**src/rtl/inv_arbiter_2x2.sv**
```systemverilog
// inv_arbiter_2x2: round-robin arbiter and sequencer that shares one 2x2
// matrix inverter between N_REQ channels. It latches the granted channel's
// operand, runs the inverter's startInv/endInv handshake, and returns the
// captured result with a one-cycle done pulse to the owning channel.
// Optional feature: define INV_ARB_TIMEOUT_EN to add a RUN-state watchdog
// that aborts after TIMEOUT cycles with a zeroed result and an err pulse.
module inv_arbiter_2x2 #(
    parameter int WIDTH   = 16,
    parameter int N_REQ   = 4,
    parameter int TIMEOUT = 64
) (
    input  logic                                    clk,
    input  logic                                    rst_n,
    input  logic [N_REQ-1:0]                        req,
    input  logic [0:N_REQ-1][0:1][0:1][WIDTH-1:0]   req_A,
    output logic [N_REQ-1:0]                        grant,
    output logic [N_REQ-1:0]                        done,
    output logic [0:1][0:1][WIDTH-1:0]              res,
    output logic                                    err,
    output logic                                    busy,
    output logic                                    inv_start,
    output logic [0:1][0:1][WIDTH-1:0]              inv_A,
    input  logic [0:1][0:1][WIDTH-1:0]              inv_Res,
    input  logic                                    inv_end
);

    localparam int IDX_W = (N_REQ > 1) ? $clog2(N_REQ) : 1;

    typedef enum logic [2:0] {
        IDLE    = 3'd0,
        LOAD    = 3'd1,
        RUN     = 3'd2,
        CAPTURE = 3'd3,
        RELEASE = 3'd4
    } state_t;

    state_t                         state_q;
    logic [IDX_W-1:0]               ptr_q;
    logic [IDX_W-1:0]               owner_q;
    logic [N_REQ-1:0]               grant_q;
    logic [N_REQ-1:0]               done_q;
    logic [0:1][0:1][WIDTH-1:0]     res_q;
    logic [0:1][0:1][WIDTH-1:0]     inv_A_q;
    logic                           inv_start_q;

    logic                           found_d;
    logic [IDX_W-1:0]               sel_d;

    // Channel index base+off, wrapped into 0..N_REQ-1.
    function automatic logic [IDX_W-1:0] wrap_idx(input logic [IDX_W-1:0] base, input int off);
        int s;
        s = int'(base) + off;
        if (s >= N_REQ) s = s - N_REQ;
        return s[IDX_W-1:0];
    endfunction

    // Round-robin successor of the channel just served.
    function automatic logic [IDX_W-1:0] next_ptr(input logic [IDX_W-1:0] o);
        if (int'(o) == N_REQ - 1) return '0;
        return o + IDX_W'(1);
    endfunction

`ifdef INV_ARB_TIMEOUT_EN
    localparam int CNT_W = $clog2(TIMEOUT + 1);
    localparam logic [CNT_W-1:0] CNT_LAST = CNT_W'(TIMEOUT - 1);
    logic [CNT_W-1:0] cnt_q;
    logic             err_q;
    assign err = err_q;
`else
    logic unused_timeout;
    assign unused_timeout = (TIMEOUT != 0);
    assign err = 1'b0;
`endif

    // First pending request at or above ptr, wrapping around.
    always_comb begin
        found_d = 1'b0;
        sel_d   = '0;
        for (int i = 0; i < N_REQ; i++) begin
            if (!found_d && req[wrap_idx(ptr_q, i)]) begin
                found_d = 1'b1;
                sel_d   = wrap_idx(ptr_q, i);
            end
        end
    end

    // Sequencer FSM with registered grant/done/result/operand/start outputs.
    always_ff @(posedge clk or negedge rst_n) begin
        if (!rst_n) begin
            state_q     <= IDLE;
            ptr_q       <= '0;
            owner_q     <= '0;
            grant_q     <= '0;
            done_q      <= '0;
            res_q       <= '0;
            inv_A_q     <= '0;
            inv_start_q <= 1'b0;
`ifdef INV_ARB_TIMEOUT_EN
            cnt_q       <= '0;
            err_q       <= 1'b0;
`endif
        end else begin
            done_q <= '0;
`ifdef INV_ARB_TIMEOUT_EN
            err_q  <= 1'b0;
`endif
            case (state_q)
                IDLE: begin
                    if (found_d) begin
                        owner_q        <= sel_d;
                        grant_q        <= '0;
                        grant_q[sel_d] <= 1'b1;
                        state_q        <= LOAD;
                    end
                end
                LOAD: begin
                    // Operand is sampled only here; the channel may change it afterwards.
                    inv_A_q     <= req_A[owner_q];
                    inv_start_q <= 1'b1;
`ifdef INV_ARB_TIMEOUT_EN
                    cnt_q       <= '0;
`endif
                    state_q     <= RUN;
                end
                RUN: begin
                    if (inv_end) begin
                        res_q           <= inv_Res;
                        done_q[owner_q] <= 1'b1;
                        inv_start_q     <= 1'b0;
                        grant_q         <= '0;
                        ptr_q           <= next_ptr(owner_q);
                        state_q         <= CAPTURE;
                    end
`ifdef INV_ARB_TIMEOUT_EN
                    else if (cnt_q == CNT_LAST) begin
                        // Inverter never answered: abort with a zero result.
                        res_q           <= '0;
                        done_q[owner_q] <= 1'b1;
                        err_q           <= 1'b1;
                        inv_start_q     <= 1'b0;
                        grant_q         <= '0;
                        ptr_q           <= next_ptr(owner_q);
                        state_q         <= CAPTURE;
                    end else begin
                        cnt_q <= cnt_q + CNT_W'(1);
                    end
`endif
                end
                CAPTURE: begin
                    // done is visible this cycle; a still-high inv_end must clear first.
                    state_q <= inv_end ? RELEASE : IDLE;
                end
                RELEASE: begin
                    if (!inv_end) state_q <= IDLE;
                end
                default: state_q <= IDLE;
            endcase
        end
    end

    assign grant     = grant_q;
    assign done      = done_q;
    assign res       = res_q;
    assign busy      = (state_q != IDLE);
    assign inv_start = inv_start_q;
    assign inv_A     = inv_A_q;

endmodule

```
**config.mk**
```make
export PLATFORM = sky130hd
export DESIGN_NAME = inv_arbiter_2x2
export DESIGN_NICKNAME = d
export VERILOG_FILES = /design/src/rtl/inv_arbiter_2x2.sv
export SDC_FILE = /design/constraint.sdc
export NUM_CORES = 1
export LEC_CHECK = 0
export CAP_MARGIN = 5
export CORE_AREA = 2 2 180 182
export CTS_BUF_LIST = sky130_fd_sc_hd__clkbuf_4 sky130_fd_sc_hd__clkbuf_8 sky130_fd_sc_hd__clkbuf_16
export DETAILED_ROUTE_END_ITERATION = 12
export DIE_AREA = 0 0 182 184
export DONT_BUFFER_PORTS = 1
export PLACE_DENSITY = 0.34
export SETUP_SLACK_MARGIN = 0.3
export SLEW_MARGIN = 10
export SYNTH_ARGS = -nofsm -noshare
export SYNTH_HDL_FRONTEND = slang
export SYNTH_SLANG_ARGS = --single-unit
```
**constraint.sdc**
```tcl
create_clock -name clk -period 2.3 [get_ports clk]
set_clock_uncertainty 0.15 [all_clocks]
set_input_delay 0.23 -clock clk [delete_from_list [all_inputs] [get_ports clk]]
set_output_delay 0.23 -clock clk [all_outputs]
set_load 0.01 [all_outputs]
```
==> summary.md, run 1 <==
| Metric | Value |
|---|---|
| Hold-fix buffers, CTS | about 190 |
| CTS Root Buffer Type | clkbuf_16 |
| Top Ports | about 470 |
| Synth Warn # | 0 |
| Register area share after synthesis | around half |
| Hpwl dp | between 15 and 20 mm |
| Port Buffer Count | 0 |
| Syn Inst Count | approximately 560 |
| Primary FF master, synth | dfrtp_1 |
| Setup Buffers After CTS | 0 |
| Async SR Flop Fraction | 100% |
| CTS resizes | 0 |
| CTS max path bufs | 2 |
| EDFF count, synth | 0 |
| Failed at | clock tree synthesis |
| Error | [ERROR RSZ-0060] Max buffer count reached. |
| Die Span Y | about 180 µm |
| Avg Cell Area, Syn | around 13 µm² |
| Clock H-tree levels | 4 |
| Cts bufs inserted | 17 |
| Syn Nets | ~900 |
| Placer's final routability congestion estimate | between 0.7 and 0.8 |
| Initial core utilization | 22.9% |
| TritonCTS sink count | around 140 |
| Outcome | stopped before the end |
| FF+latch count, synth | ~140 |
| # rows | 65 |
| Synth unique cells | 35 |
| Synth Cell Area | roughly 7200 µm² |
| Die span in x | between 150 and 200 µm |
## kinds of logic after synthesis
| logic type | after synthesis | synth area share [%] |
|---|---|---|
| AO/OA/AOI/OAI | 12 | 1.16 |
| adder cells (fa/ha/maj) | 4 | 0.695 |
| other | 1 | 0.0521 |
| multiplexers | 129 | 31.4 |
| buffers and inverters | 43 | 3.91 |
| AND/OR/NAND/NOR | 229 | 12.7 |
| XOR/XNOR | 1 | 0.122 |
| flip-flops | 144 | 50.0 |
## synthesized netlist by cell type, drive strengths merged, types with 3 or more instances
library cell / instances / area share, %
mux2: 64 / 11
clkbuf: 16 / 0.83
nor2: 6 / 0.31
o31ai: 5 / 0.59
mux4: 64 / 20
nand3: 5 / 0.35
dfrtp: 144 / 50
inv: 3 / 0.16
and2: 5 / 0.43
o21ai: 3 / 0.21
nand2: 202 / 11
ha: 4 / 0.69
buf: 24 / 2.9
## stage by stage
| stage | instance area [µm²] | setup slack, ps | instances | utilization, % | hold slack (ps) |
|---|---|---|---|---|---|
| after detailed placement | 7610 | 400 | 934 | 24.2 | -211 |
| after global placement | 7610 | 424 | 934 | 24.2 | -211 |
| after floorplan | 7200 | 487 | 563 | - | -216 |
==> inputs of run 2 (changes only) <==
==> config.mk (replaced) <==
export PLATFORM = sky130hd
export DESIGN_NAME = inv_arbiter_2x2
export DESIGN_NICKNAME = d
export VERILOG_FILES = /design/src/rtl/inv_arbiter_2x2.sv
export SDC_FILE = /design/constraint.sdc
export NUM_CORES = 1
export LEC_CHECK = 0
export CAP_MARGIN = 5
export CORE_AREA = 2 2 183 185
export DETAILED_ROUTE_END_ITERATION = 12
export DIE_AREA = 0 0 185 187
export DONT_BUFFER_PORTS = 1
export PLACE_DENSITY_LB_ADDON = 0.15
export SLEW_MARGIN = 10
export SYNTH_ARGS = -nofsm -noshare
export SYNTH_HDL_FRONTEND = slang
export SYNTH_SLANG_ARGS = --single-unit
==> summary.md, run 2 <==
| Metric | Value |
|---|---|
| Final setup fails | 0 |
| WP data arrival | ~2100 ps |
| Synth Cell Area | between 7000 and 8000 µm² |
| CTS tree | built |
| Critical setup path kind | reg -> reg |
| WHS | -666 ps |
| Synth Area in Simple Gates | about 13% |
| Synth unique cells | 35 |
| Critical Path RT | approximately 2500 ps |
| Hold Path Class | in -> async |
| Crit-path cells | buf_12, mux4_2, mux2_4 |
| Avg Cell Area, Syn | ~13 µm² |
| TritonCTS sink count | 144 |
| Final nets | about 1000 |
| Commonest non-fill, non-tap cell in the layout | nand2_1 |
| Hpwl dp | ~18 mm |
| Outcome | finished with violations |
| Average via count per standard cell | approximately 4.4 |
| Primary FF master, synth | dfrtp_1 |
| Hold-fix buffers, CTS | about 130 |
| Most common cell in the netlist | nand2_1 |
| Area Growth Syn to Fin | 33.3% |
| Post-synthesis xor/xnor area fraction | 0.122% |
| First-pass GRT wire length | roughly 35 mm |
| Largest net degree at the start of global routing | between 100 and 150 |
| Maximum vdd drop | around 0.55 mV |
| Syn Inst Count | about 560 |
| Cts bufs inserted | 17 |
| R2R setup slack | 360 ps |
| Synth Area in Compound Gates | 1.16% |
| Sequential Area | between 3000 and 4000 µm² |
| Final wirelength | 24.3 mm |
| Multi-input logic area | 3330 µm² |
| ANT nets after route | 0 |
| Initial antenna violation count | 7 |
| Fin. Hold Viols | ~140 |
| CORE AREA | 32900 µm² |
| Maxcap violations | 0 |
| Layout cell share with drive strength beyond 1 | between 20% and 30% |
| Iteration-0 DRC Markers | about 160 |
| Mux cell area share after synthesis | a little under a third |
| Slew @ Worst Pin | a little over 600 ps |
| CTS resizes | 0 |
| Area fraction of the dominant cell type after synthesis | about half |
| Synth Warn # | 0 |
| Register area share after synthesis | between 50% and 60% |
| Fin crit period | around 1900 ps |
| Async SR Flop Fraction | between 90% and 100% |
| Largest family of logic cells by synthesized area | multiplexers |
| CP Max Fanout | 24 |
| Die span in x | between 150 and 200 µm |
| Die ar. | 34600 µm² |
| Clk pin slew, worst setup/hold paths | roughly 70 ps |
| RR Startpoint | owner_q[0] |
| Vias in the first global route | roughly 5700 |
| RSZ-0062 raised after global routing | no |
| CTS max path bufs | 2 |
| # rows | 67 |
| R2r endpoint | inv_A[37] |
| Top Ports | around 470 |
| Max stage delay on crit path | approximately 590 ps |
| CTS Root Buffer Type | clkbuf_16 |
| Port Buffer Count | 0 |
| Fmax | around 500 MHz |
| Syn Nets | 894 |
| Via count | 5070 |
| Synth Area in Adders | 0.695% |
| DRT Pass-1 Iters | 4 |
| Period utilization | a little over four fifths |
| Critical-path top delay cell | dfrtp_4 |
| Final Max Slew Viols | 0 |
| Commonest non-fill, non-tap cells in the layout | nand2_1 (202), dfrtp_1 (142), dlygate4sd3_1 (134), mux4_2 (64), mux2_2 (41) |
| EDFF count, synth | 0 |
| Crit end category | register |
| WL/cell | 21.0 µm |
| Setup Buffers After CTS | 0 |
| FF+latch count, synth | 144 |
| Clock H-tree levels | 4 |
| Die Span Y | about 190 µm |
| Global Route Usage Sum | between 10 and 15% |
| Failing checks | negative hold slack |
| Largest cells by area after synthesis | dfrtp_1 (50%), mux4_2 (20%), nand2_1 (11%) |
| Leak | between 4 and 5 nW |
| Initial core utilization | a little over a fifth |
| Area leader, netlist | dfrtp_1 |
| Setup TNS | 0 ps |
| Synth cell count leaders | nand2_1 (202), dfrtp_1 (144), mux4_2 (64), mux2_2 (41), mux2_4 (23) |
| Cell Pwr Density | 1310 nW/µm² |
| Fill count | about 3400 |
| Gr ovfl total | 0 |
| Reg2reg path depth | 3 |
| Post-route DRC | 0 |
| Placer's final routability congestion estimate | between 0.8 and 0.9 |
| Worst setup SP type | register |
| Slew margin rel. | about three fifths |
| Clock latency on the worst-skew pair | 430 ps |
[run 2: area by class of cell]
type / count / share of cell area, %
antenna: 5 / 0.130
clock buffer: 21 / 4.80
clock inverter: 10 / 1.09
inverter: 3 / 0.117
multi-input combinational: 376 / 34.7
sequential: 144 / 37.6
tap: 448 / 5.84
timing repair buffer: 147 / 15.8
[run 2: worst max-delay path by stage]
stage / slack (ps) / start / endpoint
global placement: 360 / owner_q[0] / inv_A[40]
floorplan: 490 / owner_q[0] / inv_A[15]
finish: 360 / owner_q[0] / inv_A[37]
detailed placement: 310 / owner_q[0] / inv_A[37]
global route: 270 / owner_q[0] / inv_A[51]
CTS: 320 / owner_q[0] / inv_A[46]
[run 2: cells by family (layout without fill, tap and decap cells)]
family | after synthesis | in the layout
and+or+nand+nor | 229 | 229
buffers and inverters | 43 | 181
muxes | 129 | 129
other | 1 | 6
xor gates and xnor gates | 1 | 1
AOI/OAI and AO/OA | 12 | 12
adders and majority gates | 4 | 4
DFF | 144 | 144
[run 2: critical path: cells and delay by family, from the launching register on]
family / cells / cell delay, ps
mux: 2 / 820
buf+inv: 1 / 260
flops: 1 / 590
[run 2: per-layer routing]
metal / track usage [%] / wire [µm] / part of all wire, %
met5: 0 / 0 / 0
met4: 4.85 / 450 / 1.9
met3: 5.39 / 2580 / 11
met2: 24.3 / 12400 / 51
met1: 14.7 / 8810 / 36
[run 2: power by group]
| part | internal, W | total (W) | switching [W] | leakage (nW) |
|---|---|---|---|---|
| clock network | 0.00155 | 0.00273 | 0.00117 | 0.266 |
| registers | 0.00377 | 0.00540 | 0.00163 | 1.76 |
| logic | 0.00260 | 0.00449 | 0.00188 | 2.05 |
[run 2: through the flow]
step / power [W] / std cells / setup slack [ps] / utilization, % / cell area (µm²)
floorplan: 0.00876 / 563 / 487 / - / 7200
global placement: 0.00969 / 984 / 364 / 23.4 / 7680
detailed placement: 0.00984 / 984 / 313 / 23.4 / 7680
CTS: 0.0128 / 1141 / 318 / 28.9 / 9510
global route: 0.0135 / 1153 / 268 / 29.2 / 9600
finish: 0.0126 / 1154 / 356 / 29.2 / 9600
Note: power is estimated with default switching activity, not from simulation.
==> inputs of run 3 (changes only) <==
==> constraint.sdc (replaced) <==
create_clock -name clk -period 1.93 [get_ports clk]
set_clock_uncertainty 0.15 [all_clocks]
set_input_delay 0.193 -clock clk [delete_from_list [all_inputs] [get_ports clk]]
set_output_delay 0.193 -clock clk [all_outputs]
set_load 0.01 [all_outputs]
==> summary.md, run 3 <==
| Metric | Value |
|---|---|
| Outcome | stopped before the end |
| Failed at | clock tree synthesis |
| Error | [ERROR RSZ-0060] Max buffer count reached. |
| Clock H-tree levels | 4 |
| Die span in x | 185 µm |
| Initial core utilization | between 20% and 30% |
| CTS max path bufs | 2 |
| Most common cell in the netlist | nand2_1 |
| Setup Buffers After CTS | 0 |
| Syn Nets | ~900 |
| Area leader, netlist | dfrtp_1 |
| Port Buffer Count | 0 |
| Primary FF master, synth | dfrtp_1 |
| Die Span Y | ~190 µm |
| Hold-fix buffers, CTS | roughly 210 |
| Largest cells by area after synthesis | dfrtp_1 (50%), mux4_2 (20%), nand2_1 (11%) |
| EDFF count, synth | 0 |
| Syn Inst Count | between 500 and 600 |
| FF+latch count, synth | about 140 |
| Placed inst area | around 7700 µm² |
| Avg Cell Area, Syn | 12.8 µm² |
| Synth cell count leaders | nand2_1 (202), dfrtp_1 (144), mux4_2 (64), mux2_2 (41), mux2_4 (23) |
| Register area share after synthesis | 50.0% |
| CTS Root Buffer Type | clkbuf_16 |
| CTS resizes | 0 |
| Synth Warn # | 0 |
| TritonCTS sink count | about 140 |
| Area fraction of the dominant cell type after synthesis | about 50% |
| Async SR Flop Fraction | between 90% and 100% |
| Cts bufs inserted | 17 |
| Placer's final routability congestion estimate | between 0.8 and 0.9 |
| Synth Cell Area | roughly 7200 µm² |
| Top Ports | ~470 |
| # rows | between 60 and 70 |
| Synth unique cells | 35 |
| Hpwl dp | approximately 19 mm |
run 3: through the flow:
stage | hold WS (ps) | worst slack (ps) | cells
after detailed placement | -249 | 25.4 | 989
after global placement | -248 | 7.68 | 989
after floorplan | -253 | 117 | 563
run 3: cell families after synthesis:
group / synth area share (%)
other: 0.0521
muxes: 31.4
xor gates and xnor gates: 0.122
AOI/OAI and AO/OA: 1.16
buffers and inverters: 3.91
and+or+nand+nor: 12.7
DFF: 50.0
adders and majority gates: 0.695
